$ cat src/rtl/serial_adder_ctrl_if.sv
// Operand-request and result-return handshakes of the bit-serial adder.
// The master side issues operands and takes results; the slave side is the adder.
// Status only; adds no cycles and no storage.
interface serial_adder_ctrl_if #(
    parameter int WIDTH = 8
);
    logic             start_valid;
    logic             start_ready;
    logic [WIDTH-1:0] op_a;
    logic [WIDTH-1:0] op_b;
    logic             c_in;
    logic             res_valid;
    logic             res_ready;
    logic [WIDTH-1:0] sum;
    logic             c_out;
    logic             busy;

    modport master (
        output start_valid, op_a, op_b, c_in, res_ready,
        input  start_ready, res_valid, sum, c_out, busy
    );

    modport slave (
        input  start_valid, op_a, op_b, c_in, res_ready,
        output start_ready, res_valid, sum, c_out, busy
    );
endinterface

$ cat src/rtl/serial_adder_ctrl.sv
// One-bit full adder used as the datapath of the serial sequencer.
// Combinational; zero latency.
// No handshake; the sequencer only uses it in the ADD state.
module full_adder (
    input  logic a,
    input  logic b,
    input  logic ci,
    output logic s,
    output logic co
);
    assign s  = a ^ b ^ ci;
    assign co = (a & b) | (ci & (a ^ b));
endmodule

// Bit-serial WIDTH-bit adder: one bit pair per clock, LSB first, carry kept in a flop.
// Latency: WIDTH ADD cycles after the accept edge, then one DONE cycle minimum.
// Backpressure: result holds in DONE until res_ready; start_ready is low outside IDLE.
module serial_adder_ctrl #(
    parameter int WIDTH = 8
) (
    input  logic               clk,
    input  logic               rst_n,
    serial_adder_ctrl_if.slave io
);
    localparam int CW = $clog2(WIDTH) + 1;

    typedef enum logic [1:0] {
        IDLE = 2'd0,
        ADD  = 2'd1,
        DONE = 2'd2
    } state_t;

    state_t           state;
    logic [WIDTH-1:0] a_sh;
    logic [WIDTH-1:0] b_sh;
    logic [WIDTH-1:0] sum_sh;
    logic             carry;
    logic [CW-1:0]    cnt;
    logic             fa_s;
    logic             fa_co;
    logic [WIDTH-1:0] sum_nxt;

    full_adder u_fa (
        .a  (a_sh[0]),
        .b  (b_sh[0]),
        .ci (carry),
        .s  (fa_s),
        .co (fa_co)
    );

    // New bit enters at the MSB so that after WIDTH shifts bit 0 sits at the LSB.
    assign sum_nxt = WIDTH'({fa_s, sum_sh} >> 1);

    always_ff @(posedge clk or negedge rst_n) begin
        if (!rst_n) begin
            state          <= IDLE;
            a_sh           <= '0;
            b_sh           <= '0;
            sum_sh         <= '0;
            carry          <= 1'b0;
            cnt            <= '0;
            io.sum         <= '0;
            io.c_out       <= 1'b0;
            io.start_ready <= 1'b1;
            io.res_valid   <= 1'b0;
            io.busy        <= 1'b0;
        end else begin
            case (state)
                IDLE: begin
                    if (io.start_valid) begin
                        a_sh           <= io.op_a;
                        b_sh           <= io.op_b;
                        carry          <= io.c_in;
                        cnt            <= '0;
                        state          <= ADD;
                        io.start_ready <= 1'b0;
                        io.busy        <= 1'b1;
                    end
                end
                ADD: begin
                    sum_sh <= sum_nxt;
                    a_sh   <= a_sh >> 1;
                    b_sh   <= b_sh >> 1;
                    carry  <= fa_co;
                    cnt    <= cnt + CW'(1);
                    if (cnt == CW'(WIDTH - 1)) begin
                        state        <= DONE;
                        io.sum       <= sum_nxt;
                        io.c_out     <= fa_co;
                        io.res_valid <= 1'b1;
                    end
                end
                DONE: begin
                    if (io.res_ready) begin
                        state          <= IDLE;
                        io.res_valid   <= 1'b0;
                        io.busy        <= 1'b0;
                        io.start_ready <= 1'b1;
                    end
                end
                default: begin
                    state          <= IDLE;
                    io.res_valid   <= 1'b0;
                    io.busy        <= 1'b0;
                    io.start_ready <= 1'b1;
                end
            endcase
        end
    end
endmodule

$ cat src/flat_wrapper.sv
// flat-port wrapper written by rule: the top's interface ports become plain ports
module serial_adder_ctrl_flat 
#(
    parameter int WIDTH = 8
)
  (clk, rst_n, io_start_valid, io_op_a, io_op_b, io_c_in, io_res_ready, io_start_ready, io_res_valid, io_sum, io_c_out, io_busy);
  serial_adder_ctrl_if #(.WIDTH(WIDTH)) io_i ();
  input  logic clk;
  input  logic rst_n;
  input wire logic [$bits(io_i.start_valid)-1:0] io_start_valid;
  input wire logic [$bits(io_i.op_a)-1:0] io_op_a;
  input wire logic [$bits(io_i.op_b)-1:0] io_op_b;
  input wire logic [$bits(io_i.c_in)-1:0] io_c_in;
  input wire logic [$bits(io_i.res_ready)-1:0] io_res_ready;
  output wire logic [$bits(io_i.start_ready)-1:0] io_start_ready;
  output wire logic [$bits(io_i.res_valid)-1:0] io_res_valid;
  output wire logic [$bits(io_i.sum)-1:0] io_sum;
  output wire logic [$bits(io_i.c_out)-1:0] io_c_out;
  output wire logic [$bits(io_i.busy)-1:0] io_busy;
  assign io_i.start_valid = io_start_valid;
  assign io_i.op_a = io_op_a;
  assign io_i.op_b = io_op_b;
  assign io_i.c_in = io_c_in;
  assign io_i.res_ready = io_res_ready;
  assign io_start_ready = io_i.start_ready;
  assign io_res_valid = io_i.res_valid;
  assign io_sum = io_i.sum;
  assign io_c_out = io_i.c_out;
  assign io_busy = io_i.busy;
  serial_adder_ctrl #(.WIDTH(WIDTH)) u_core (.clk(clk), .rst_n(rst_n), .io(io_i));
endmodule
$ cat config.mk
export PLATFORM = sky130hd
export DESIGN_NAME = serial_adder_ctrl_flat
export DESIGN_NICKNAME = d
export VERILOG_FILES = /design/src/rtl/serial_adder_ctrl_if.sv /design/src/rtl/serial_adder_ctrl.sv /design/src/flat_wrapper.sv
export SDC_FILE = /design/constraint.sdc
export NUM_CORES = 1
export LEC_CHECK = 0
export CORE_ASPECT_RATIO = 1.4
export CORE_UTILIZATION = 46
export DETAILED_ROUTE_END_ITERATION = 12
export PLACE_DENSITY_LB_ADDON = 0.2
export SYNTH_ARGS = -nofsm -noshare
export SYNTH_HDL_FRONTEND = slang
export SYNTH_SLANG_ARGS = --single-unit
$ cat constraint.sdc
create_clock -name clk -period 1.5 [get_ports clk]
set_input_delay 0.3 -clock clk [delete_from_list [all_inputs] [get_ports clk]]
set_output_delay 0.3 -clock clk [all_outputs]
set_load 0.02 [all_outputs]
## Word-level counts from Yosys, hierarchy flattened

Cells that the tools add are included.

- Bits of input ports: 21
- Output and inout bits: 12
- Register bits: 43
- Logic and storage cells: 52

- Reductions and logical operators: 7
- Bitwise gates (word level): 7
- Muxes and demuxes: 20
- Equal/unequal tests: 6
- Add/subtract/negate cells: 1

Operators with widths:

| kind | count |
|---|---|
| $pmux W8 S2 | 2 |
| $mux W8 | 2 |
| $pmux W1 S3 | 3 |
| $reduce_and A3 Y1 | 3 |
| $pmux W4 S2 | 1 |
| $mux W1 | 6 |
| $mux W2 | 3 |
| $pmux W2 S3 | 1 |
| $add A4 B1 Y4 const B | 1 |
| $eq A4 B3 Y1 const B | 1 |
| $mux W4 | 1 |
| $ne A2 B2 Y1 const B | 2 |
| $reduce_and A2 Y1 | 2 |
| $and A1 B1 Y1 | 2 |
| $eq A2 B1 Y1 const B | 1 |
| $eq A2 B2 Y1 const B | 1 |
| $logic_not A2 Y1 | 1 |
| $ne A2 B1 Y1 const B | 1 |
| $not A1 Y1 | 2 |
| $pmux W1 S2 | 1 |
| $reduce_bool A2 Y1 | 1 |
| $xor A1 B1 Y1 | 2 |
| $or A1 B1 Y1 | 1 |

## Depth between registers and ports, before layout

Gate-level depths: netlist of the first run.

- Word-level depth: 4
- Depth in mapped cells: 5
- Mapped depth without buffers: 4

## By module

From an unflattened synthesis of the first run, not the netlist that was laid out.

- Cell total of the unflattened synthesis: 184
- Area total of the unflattened synthesis: 1,926.8 sq um

Modules (own cells, without submodules):

| module | area an instance (sq um) | times used | cells an instance | seq. area each (sq um) |
|---|---|---|---|---|
| serial_adder_ctrl | 1,906.8 | 1 | 183 | 1,052.3 |
| full_adder | 20.0 | 1 | 1 | 0.0 |

## Worst setup path after synthesis of the first run

No wires, ideal clock.

- Path kind: register to register
- From: reg u_core.state[1]
- To: reg u_core.io.c_out
- Data arrival time: 1.312 ns
- Path slack: 0.064 ns
- Cell stages (with the launch flop): 6
- Buffers on the path: 2
- Cells stage by stage: dfrtp_1 -> nand2b_1 -> buf_4 -> nor3_4 -> buf_6 -> mux2_2

- Cells in the longest elaborated chain, start to end: 2

Ends and longest elaborated chain:

| item | line | source |
|---|---|---|
| from (decl) | serial_adder_ctrl.sv:33 | `state_t state;` |
| from (signal assigned) | serial_adder_ctrl.sv:56 | `state <= IDLE;` |
| from (signal assigned) | serial_adder_ctrl.sv:75 | `state <= ADD;` |
| from (signal assigned) | serial_adder_ctrl.sv:87 | `state <= DONE;` |
| $eq A2 B1 Y1 | serial_adder_ctrl.sv:68 | `case (state)` |
| $reduce_and A2 Y1 (no line) | n/a |  |
| to (signal assigned) | serial_adder_ctrl.sv:89 | `io.c_out <= fa_co;` |
| to (decl) | serial_adder_ctrl_if.sv:25 | `output start_ready, res_valid, sum, c_out, busy` |

Every way passes these cells.
A chain may end at the register's enable or synchronous reset.

## Final worst setup path of the first run

- From: reg u_core.io.start_ready
- To: out io_start_ready

RTL lines:

| item | line | source |
|---|---|---|
| from (decl) | serial_adder_ctrl_if.sv:25 |  |
| from (signal assigned) | serial_adder_ctrl.sv:64 | `io.start_ready <= 1'b1;` |
| from (signal assigned) | serial_adder_ctrl.sv:76 | `io.start_ready <= 1'b0;` |
| from (signal assigned) | serial_adder_ctrl.sv:98 | `io.start_ready <= 1'b1;` |
| to (decl) | flat_wrapper.sv:15 | `output wire logic [$bits(io_i.start_ready)-1:0] io_start_ready;` |

No word-level cell between the ends.

==> run_results.csv, run 1 <==
group,metric,value,unit
run_status,outcome,"finished, final reports clean",
clock_tree,cts_max_path_buffers,2,
clock_tree,cts_max_level,2,
clock_tree,path_clk_slew,0.08,ns
clock_tree,clk_latency,0.29,ns
finish,layout_commonest_cell,"dfrtp_1",
drt,wire_per_inst,14.2,um
synthesis,synthAdderAreaFrac,1.84,%
hold_path,holdPathStages,2,
worst_setup_path,cp-start-kind,"flop",
synthesis,ys_seq_area_share,59.6,%
finish,nNetsFinal,215,
worst_setup_path,reg2reg_depth,5,
drt,drc,0,
sta,whs,0.485,ns
synthesis,synth_top_family_by_area,"compound AO/OA/AOI/OAI gates",
pwr,vdd_drop_max,1090,uV
sta,timing.slew.headroom,78.8,%
place,place_congestion,0.738,
drt,first_pass_iters,4,
clock_tree,cts_root_buffer,"clkbuf_8",
sta,tightestPinTransition,0.315,ns
grt,antenna_found_initial,0,
worst_setup_path,critical_path_class,"flop to primary output",
hold_path,worstHoldStart,"u_core.a_sh[1]",
clock_tree,cts_sinks,42,
worst_setup_path,r2r-end,"u_core.io.c_out",
synthesis,synthMuxAreaShare,10.9,%
synthesis,syn_avg_cell_area,11.9,um^2
job,drv_cap,0,
pwr,power.leakage,0.00102,uW
sta,fin_skew,0.00483,ns
grt,grt_pass1_vias,1343,
worst_setup_path,worstReg2RegStart,"u_core.cnt[0]",
place,port_buffers,32,
pwr,p_per_area,1830,nW/um^2
finish,seqCellArea,1050,um^2
finish,diodes,0,
synthesis,yosysWarnings,0,
drt,ant_nets,0,
place,dp.final_hpwl,2.35,mm
floorplanning,num_rows,26,
grt,grt_use_total,18.9,%
sta,setup_violations,0,
synthesis,synth_nets,171,
sta,period_needed,1.45,ns
worst_setup_path,path_delay_family,"flip-flops",
finish,fin_util,63.2,%
finish,layout_common_cells,"41 x dfrtp_1, 20 x nand2_1, 19 x o21ai_0, 19 x clkdlybuf4s50_1, 17 x mux2_2",
place,placed_cell_area,2200,um^2
worst_setup_path,slowest_delay,0.53,ns
finish,final_area,2300,um^2
drt,drt_wl_total,3.35,mm
synthesis,ys_seq_elements,42,
worst_setup_path,worstPathCellList,"dlygate4sd2_1",
sta,slew_violations,0,
finish,drive_gt1_share,22.3,%
finish,syn2layout_area_growth,30.5,%
worst_setup_path,crit_fanout,2,
worst_setup_path,cp.buffers_inverters,1,
clock_tree,numCtsBuffers,5,
synthesis,netlist_area,1760,um^2
sta,fin_tns_setup,0,ns
sta,fmax,690,MHz
worst_setup_path,cp.arrival,1.15,ns
drt,drt_iter0_drc,32,
hold_path,hp-class,"flop to flop",
floorplanning,die-width,54.3,um
grt,grt_max_degree,23,
drt,vias_per_cell,5.47,
floorplanning,coreArea,3640,um^2
floorplanning,dieArea,4090,um^2
worst_setup_path,setup.worst_path.end_class,"primary output",
sta,hold_viol_final,0,
worst_setup_path,r2r_slack,0.06,ns
finish,fill_cells,320,
clock_tree,tritoncts,"done",
synthesis,synth_top_flop_cell,"dfrtp_1",
synthesis,yosys.area_share.simple,8.01,%
synthesis,postSynthCellCount,148,
sta,rsz0062_at_grt,"false",
floorplanning,ios,33,
synthesis,synthArstFlopShare,100,%
sta,finalCritPeriodShare,96.6,%
synthesis,synth_cell_types,27,
worst_setup_path,cp.required,1.20,ns
synthesis,synth_compound_area_share,16.3,%
grt,grt_pass1_wl,5.56,mm
synthesis,synthXorXnorAreaFrac,0,%
finish,multiInputGateArea,658,um^2
synthesis,synth-edff-count,0,
floorplanning,die_h,75.3,um
worst_setup_path,cp_slowest_cell,"dfstp_2",
drt,vias,1285,
grt,overflow,0,
floorplanning,start_util,48.4,%
hold_path,holdPathEnd,"u_core.a_sh[1]",
## state kept, by name (all words and copies together) (netlist names)
name	count
u_core.state	2
u_core.cnt	4
u_core.io.busy	1
u_core.io.start_ready	1
u_core.io.res_valid	1
u_core.io.c_out	1
u_core.b_sh	8
u_core.a_sh	8
u_core.carry	1
u_core.io.sum	8
u_core.sum_sh	7
## power by group
part	total, uW	switching [uW]	internal, uW
Clock	737	366	371
Combinational	1590	763	830
Sequential	1890	287	1600
## kinds of logic (layout without fill, tap and decap cells)
group | count (synthesis) | in the layout
AO/OA/AOI/OAI | 44 | 44
flip-flops | 42 | 42
AND/OR/NAND/NOR | 31 | 31
multiplexers | 17 | 17
buffers and inverters | 12 | 57
adder cells (fa/ha/maj) | 2 | 2
## through the flow
| step | std cells | total power [uW] | setup slack [ns] |
|---|---|---|---|
| floorplan | 148 | 2920 | 0.0636 |
| global placement | 224 | 3520 | -0.0439 |
| detailed placement | 224 | 3590 | -0.116 |
| CTS | 233 | 4240 | 0.0271 |
| global route | 235 | 4510 | 0.00251 |
| finish | 235 | 4220 | 0.0509 |
## routing by layer
metal  routed length (um)  vias up  GRT usage, %
li1                     -      614             -
met1                 1380      645          20.8
met2                 1830       21          34.4
met3                   89        5          3.64
met4                   43        0          7.69
met5                    0        -             0
## layout make-up
class | instances | area share, %
repair buffers | 47 | 19.1
flip-flops and latches | 42 | 45.7
inverters | 2 | 0.326
clock inverters | 1 | 0.217
clock buffers | 7 | 3.75
multi-input cells | 94 | 28.6
well taps | 42 | 2.28
## cells in the mapped netlist, types with 2 or more instances
master    number  area share (%)
nand2_1       21             4.5
o21ai_0       19             5.4
nor2b_1        3             1.1
a32o_1         2             1.1
nand3_1        2            0.57
mux2_2        17              11
clkbuf_1       6             1.3
buf_2          2            0.57
dfrtp_1       41              58
a22oi_1       15             6.4
inv_1          2            0.43
nor2_1         3            0.64
## worst max-delay path by stage
stage | from | endpoint | depth (start not counted)
floorplan | u_core.state[1] | u_core.io.c_out | 5
global placement | io_start_valid | u_core.a_sh[4] | 5
detailed placement | io_start_valid | u_core.a_sh[5] | 5
CTS | u_core.cnt[0] | u_core.io.c_out | 5
global route | u_core.cnt[0] | u_core.io.sum[0] | 5
finish | u_core.io.start_ready | io_start_ready | 1
## what timing repair did
action / 4_1_cts / 5_1_grt
hold buffers: 1 / 0
endpoints found under the setup margin: 12 / 9
resized for setup: 12 / 2
hold endpoints to repair: 41 / 0
buffers inserted: 0 / 2
No activity file was read; power rests on OpenSTA's default activity.
==> run 2: changes to the inputs <==
--- a/config.mk
+++ b/config.mk
@@ -6,7 +6,8 @@
 export NUM_CORES = 1
 export LEC_CHECK = 0
 export CORE_ASPECT_RATIO = 1.4
-export CORE_UTILIZATION = 46
+export CORE_MARGIN = 2
+export CORE_UTILIZATION = 30
 export DETAILED_ROUTE_END_ITERATION = 12
 export PLACE_DENSITY_LB_ADDON = 0.2
 export SYNTH_ARGS = -nofsm -noshare
==> run 2 against run 1 <==
Net effect: global-route usage down 6.4 points; register-to-register slack about the same; critical path depth up 4; clock-buffer cell count up 1; hold slack worse by 0.088 ns; flip-flop and latch count unchanged; cell area up 3.4%; first-iteration DRC count up 97%; clock skew down 0.0015 ns; critical endpoint is now u_core.io.sum[7]; largest cell class unchanged.
==> run_results.csv, run 2 (same netlist as run 1, synthesis figures left out) <==
group,metric,value,unit
clock_tree,cts_max_path_buffers,2,
place,dp_slack,-0.0356,ns
sta,timing.slew.headroom,81.4,%
grt,grt_pass1_vias,1291,
grt,grt_use_total,12.5,%
floorplanning,coreArea,5780,um^2
worst_setup_path,cp.arrival,1.63,ns
finish,drive_gt1_share,23.1,%
sta,fmax,689,MHz
grt,overflow,0,
place,port_buffers,32,
finish,diodes,0,
clock_tree,cts_sinks,42,
floorplanning,dieArea,6520,um^2
worst_setup_path,cp-start-kind,"flop",
place,place_congestion,0.754,
floorplanning,start_util,30.5,%
worst_setup_path,setup.worst_path.end_class,"flop",
floorplanning,ios,33,
finish,fill_cells,577,
clock_tree,numCtsBuffers,5,
worst_setup_path,crit_fanout,9,
floorplanning,die-width,68.8,um
drt,first_pass_iters,4,
worst_setup_path,startpoint,"u_core.cnt[1]",
grt,grt_max_degree,22,
sta,setup_slack,0.0495,ns
finish,nNetsFinal,217,
floorplanning,num_rows,33,
floorplanning,die_h,94.7,um
finish,layout_common_cells,"41 x dfrtp_1, 20 x nand2_1, 19 x o21ai_0, 19 x clkdlybuf4s50_1, 17 x mux2_2",
worst_setup_path,worstReg2RegStart,"u_core.cnt[1]",
drt,drt_wl_total,3.59,mm
clock_tree,cts_max_level,2,
sta,hold_viol_final,0,
sta,finalCritPeriodShare,96.7,%
worst_setup_path,cp.required,1.68,ns
pwr,p_per_area,1840,nW/um^2
finish,syn2layout_area_growth,35.0,%
finish,layout_commonest_cell,"dfrtp_1",
hold_path,hp-class,"input pin to async pin",
sta,slew_violations,0,
worst_setup_path,critical_path_class,"flop to flop",
sta,fin_skew,0.00334,ns
pwr,power,4370,uW
grt,grt_pass1_wl,6.07,mm
drt,vias,1310,
clock_tree,clk_latency,0.29,ns
job,drv_cap,0,
sta,whs,0.397,ns
sta,setup_violations,0,
pwr,vdd_drop_max,669,uV
clock_tree,cts_root_buffer,"clkbuf_8",
worst_setup_path,worstPathCellList,"ha_1 -> nand2_2 -> nor3_4 -> buf_12 -> mux2_2",
drt,vias_per_cell,4.94,
worst_setup_path,r2r-end,"u_core.io.sum[7]",
clock_tree,tritoncts,"done",
place,dp.final_hpwl,2.54,mm
run_status,outcome,"finished, final reports clean",
finish,fin_util,41.2,%
sta,period_needed,1.45,ns
worst_setup_path,r2r_slack,0.05,ns
drt,wire_per_inst,13.6,um
grt,antenna_found_initial,0,
worst_setup_path,cp_slowest_cell,"dfrtp_1",
drt,drc,0,
finish,largestRegisters,"u_core.a_sh: 8 flops, u_core.b_sh: 8 flops, u_core.io.sum: 8 flops",
drt,ant_nets,0,
worst_setup_path,slowest_delay,0.37,ns
pwr,power.leakage,0.00105,uW
worst_setup_path,crit_path_end,"u_core.io.sum[7]",
drt,drt_iter0_drc,63,
clock_tree,path_clk_slew,0.07,ns
worst_setup_path,reg2reg_depth,5,
sta,tightestPinTransition,0.275,ns
run 2: where the power goes:
part           switching, uW  total [uW]  internal, uW
sequential               269        1870          1600
clock                    371         835           465
combinational            796        1670           871
run 2: cell type report:
cell class | instances | area (um^2) | area share (%)
well taps | 70 | 87.6 | 3.68
inverters | 2 | 7.51 | 0.315
repair buffers | 49 | 468 | 19.7
multi-input cells | 94 | 656 | 27.5
clock buffers | 8 | 110 | 4.62
flip-flops and latches | 42 | 1050 | 44.2
run 2: worst min-delay path by stage:
| stage | depth (start not counted) | from | end | slack, ns |
|---|---|---|---|---|
| floorplan | 0 | rst_n | u_core.a_sh[0] | 0.004 |
| global placement | 1 | rst_n | u_core.sum_sh[1] | 0.18 |
| detailed placement | 1 | rst_n | u_core.sum_sh[1] | 0.18 |
| CTS | 2 | rst_n | u_core.cnt[0] | 0.40 |
| global route | 2 | rst_n | u_core.cnt[0] | 0.41 |
| finish | 2 | rst_n | u_core.state[0] | 0.40 |
run 2: per-layer routing:
layer,global-route usage (%),vias up,part of all wire (%)
li1,-,621,-
met1,14.8,644,41
met2,20.9,38,52
met4,5.39,0,1.9
met5,0,-,0
met3,3.22,7,4.7
run 2: metrics by stage:
stage	area [um^2]	setup TNS [ns]	std cells
6_report	2380	0	265
5_1_grt	2380	-0.000457	265
4_1_cts	2360	0	262
3_5_place_dp	2240	-0.125	252
3_3_place_gp	2240	-0.0138	252
2_1_floorplan	1760	0	148
run 2: critical path, delay by kind of cell, from the launching register on:
family / cells / cell delay, ns
mux: 1 / 0.33
flops: 1 / 0.37
fa+ha+maj: 1 / 0.20
buf+inv: 1 / 0.16
simple gates: 2 / 0.27
run 2: what timing repair did:
action,in CTS,in global routing
gates resized for setup,12,1
setup buffers,1,3
hold buffers,1,0
hold endpoints to repair,7,0
setup endpoints to repair,18,9
==> run 3: changes to the inputs <==
--- a/config.mk
+++ b/config.mk
@@ -6,7 +6,6 @@
 export NUM_CORES = 1
 export LEC_CHECK = 0
 export CORE_ASPECT_RATIO = 1.4
-export CORE_MARGIN = 2
 export CORE_UTILIZATION = 30
 export DETAILED_ROUTE_END_ITERATION = 12
 export PLACE_DENSITY_LB_ADDON = 0.2
==> run 3 against run 2 <==
Net effect: critical path depth increased by 1; combinational power is essentially flat; via count fell by 0.84%; first-iteration DRC count fell by 70%; sequential power about the same; register-to-register slack got worse by 0.05 ns; utilization grew 1.4 points; non-clock buffer count increased by 2; critical path type unchanged; highest routed layer unchanged.
==> run_results.csv, run 3 (same netlist as run 1, synthesis figures left out) <==
group,metric,value,unit
clock_tree,cts_max_path_buffers,2,
pwr,p_per_area,1800,nW/um^2
clock_tree,numCtsBuffers,5,
sta,finalCritPeriodShare,99.8,%
grt,grt_use_total,12.5,%
drt,ant_nets,0,
job,drv_cap,0,
sta,whs,0.491,ns
sta,hold_viol_final,0,
finish,final_cells,265,
worst_setup_path,setup.worst_path.end_class,"flop",
drt,drt_iter0_drc,19,
grt,antenna_found_initial,0,
worst_setup_path,critical_path_class,"flop to flop",
sta,period_needed,1.50,ns
worst_setup_path,cp.buffers_inverters,2,
grt,grt_max_degree,43,
finish,layout_common_cells,"41 x dfrtp_1, 20 x nand2_1, 19 x o21ai_0, 19 x clkdlybuf4s50_1, 17 x mux2_2",
finish,fin_util,42.6,%
worst_setup_path,cp_slowest_cell,"dfrtp_1",
floorplanning,dieArea,6200,um^2
floorplanning,die_h,92.7,um
clock_tree,cts_root_buffer,"clkbuf_8",
drt,drc,0,
sta,setup_violations,0,
finish,diodes,0,
grt,grt_pass1_wl,5.84,mm
sta,setup_slack,0.00365,ns
floorplanning,die-width,66.8,um
grt,grt_pass1_vias,1322,
clock_tree,cts_max_level,2,
sta,fin_skew,0.0107,ns
finish,nNetsFinal,219,
sta,rsz0062_at_grt,"true",
place,place_congestion,0.725,
floorplanning,start_util,31.5,%
worst_setup_path,path_delay_family,"flip-flops",
sta,fin_tns_setup,0,ns
finish,largestRegisters,"u_core.a_sh: 8 flops, u_core.b_sh: 8 flops, u_core.io.sum: 8 flops",
clock_tree,clk_latency,0.30,ns
worst_setup_path,slowest_delay,0.39,ns
place,dp_slack,-0.0554,ns
floorplanning,ios,33,
hold_path,hp-class,"flop to flop",
drt,first_pass_iters,4,
sta,tightestPinTransition,0.263,ns
drt,vias,1299,
pwr,power.leakage,0.00105,uW
floorplanning,coreArea,5610,um^2
run_status,outcome,"finished, final reports clean",
place,port_buffers,32,
finish,fill_cells,547,
floorplanning,num_rows,32,
place,dp.final_hpwl,2.33,mm
clock_tree,path_clk_slew,0.08,ns
worst_setup_path,cp.required,1.68,ns
drt,vias_per_cell,4.90,
sta,timing.slew.headroom,82.2,%
worst_setup_path,crit_fanout,4,
worst_setup_path,worstPathCellList,"ha_2 -> nand2_2 -> nor3_4 -> buf_4 -> clkbuf_16 -> mux2_2",
place,dp.cells,251,
worst_setup_path,cp-start-kind,"flop",
clock_tree,cts_sinks,42,
grt,overflow,0,
finish,syn2layout_area_growth,35.3,%
drt,drt_wl_total,3.40,mm
pwr,vdd_drop_max,842,uV
worst_setup_path,cp.arrival,1.68,ns
sta,fmax,668,MHz
finish,drive_gt1_share,24.4,%
finish,layout_commonest_cell,"dfrtp_1",
drt,wire_per_inst,12.8,um
sta,slew_violations,0,
clock_tree,tritoncts,"done",
## run 3: cell count changes in the layout (fill, tap and decap cells not counted)
| cell | previous run | this run |
|---|---|---|
| buf_4 | 13 | 15 |
| clkbuf_8 | 8 | 6 |
| buf_12 | 3 | 2 |
| clkbuf_16 | 0 | 1 |
| clkdlybuf4s15_1 | 0 | 1 |
| clkinv_2 | 0 | 1 |
| clkinvlp_4 | 0 | 1 |
| dlygate4sd2_1 | 12 | 11 |
| ha_1 | 1 | 0 |
| ha_2 | 0 | 1 |
## run 3: power breakdown
group / switching [uW] / internal (uW)
clock network: 379 / 370
logic: 782 / 895
registers: 275 / 1600
total: 1440 / 2870
## run 3: area by class of cell
type | count | area, um^2 | area share [%]
Sequential cell | 42 | 1050 | 44.1
Multi-Input combinational cell | 94 | 658 | 27.6
Timing Repair Buffer | 51 | 489 | 20.5
Tap cell | 68 | 85.1 | 3.56
Clock buffer | 6 | 82.6 | 3.46
Clock inverter | 2 | 12.5 | 0.524
Inverter | 2 | 7.51 | 0.314
## run 3: path summary, 6_finish.rpt
path                                 from                     to  slack [ns]  cells past startpoint
min reg2reg                u_core.b_sh[4]         u_core.b_sh[4]        0.49                      2
max reg2reg                 u_core.cnt[1]       u_core.io.sum[7]       0.004                      6
max in group asynchronous           rst_n  u_core.io.start_ready        0.75                      3
min                        u_core.b_sh[4]         u_core.b_sh[4]        0.49                      2
min in group asynchronous           rst_n        u_core.state[1]        0.50                      3
max                         u_core.cnt[1]       u_core.io.sum[7]       0.004                      6
## run 3: tightest hold or removal path: stages (launching register included)
cell     delay, ns
dfrtp_1       0.35
nand2_1       0.05
o21ai_0       0.06
## run 3: what timing repair did
item / in CTS / in global routing
resized for setup: 12 / 3
endpoints found under the hold margin: 41 / 0
buffers inserted: 0 / 4
hold buffers: 1 / 0
endpoints found under the setup margin: 12 / 10
gates cloned: 0 / 1
## run 3: per-stage QoR
step,power (uW),instance area [um^2]
2_1_floorplan,2920,1760
3_3_place_gp,3540,2240
3_5_place_dp,3600,2240
4_1_cts,4270,2330
5_1_grt,4640,2390
6_report,4300,2390
## run 3: per-layer routing
layer  GRT usage (%)  vias up  wire length, um
li1                -      624                -
met1            14.3      632             1460
met2            21.0       38             1710
met3            4.06        5              173
met4            4.79        0               61
met5               0        -                0
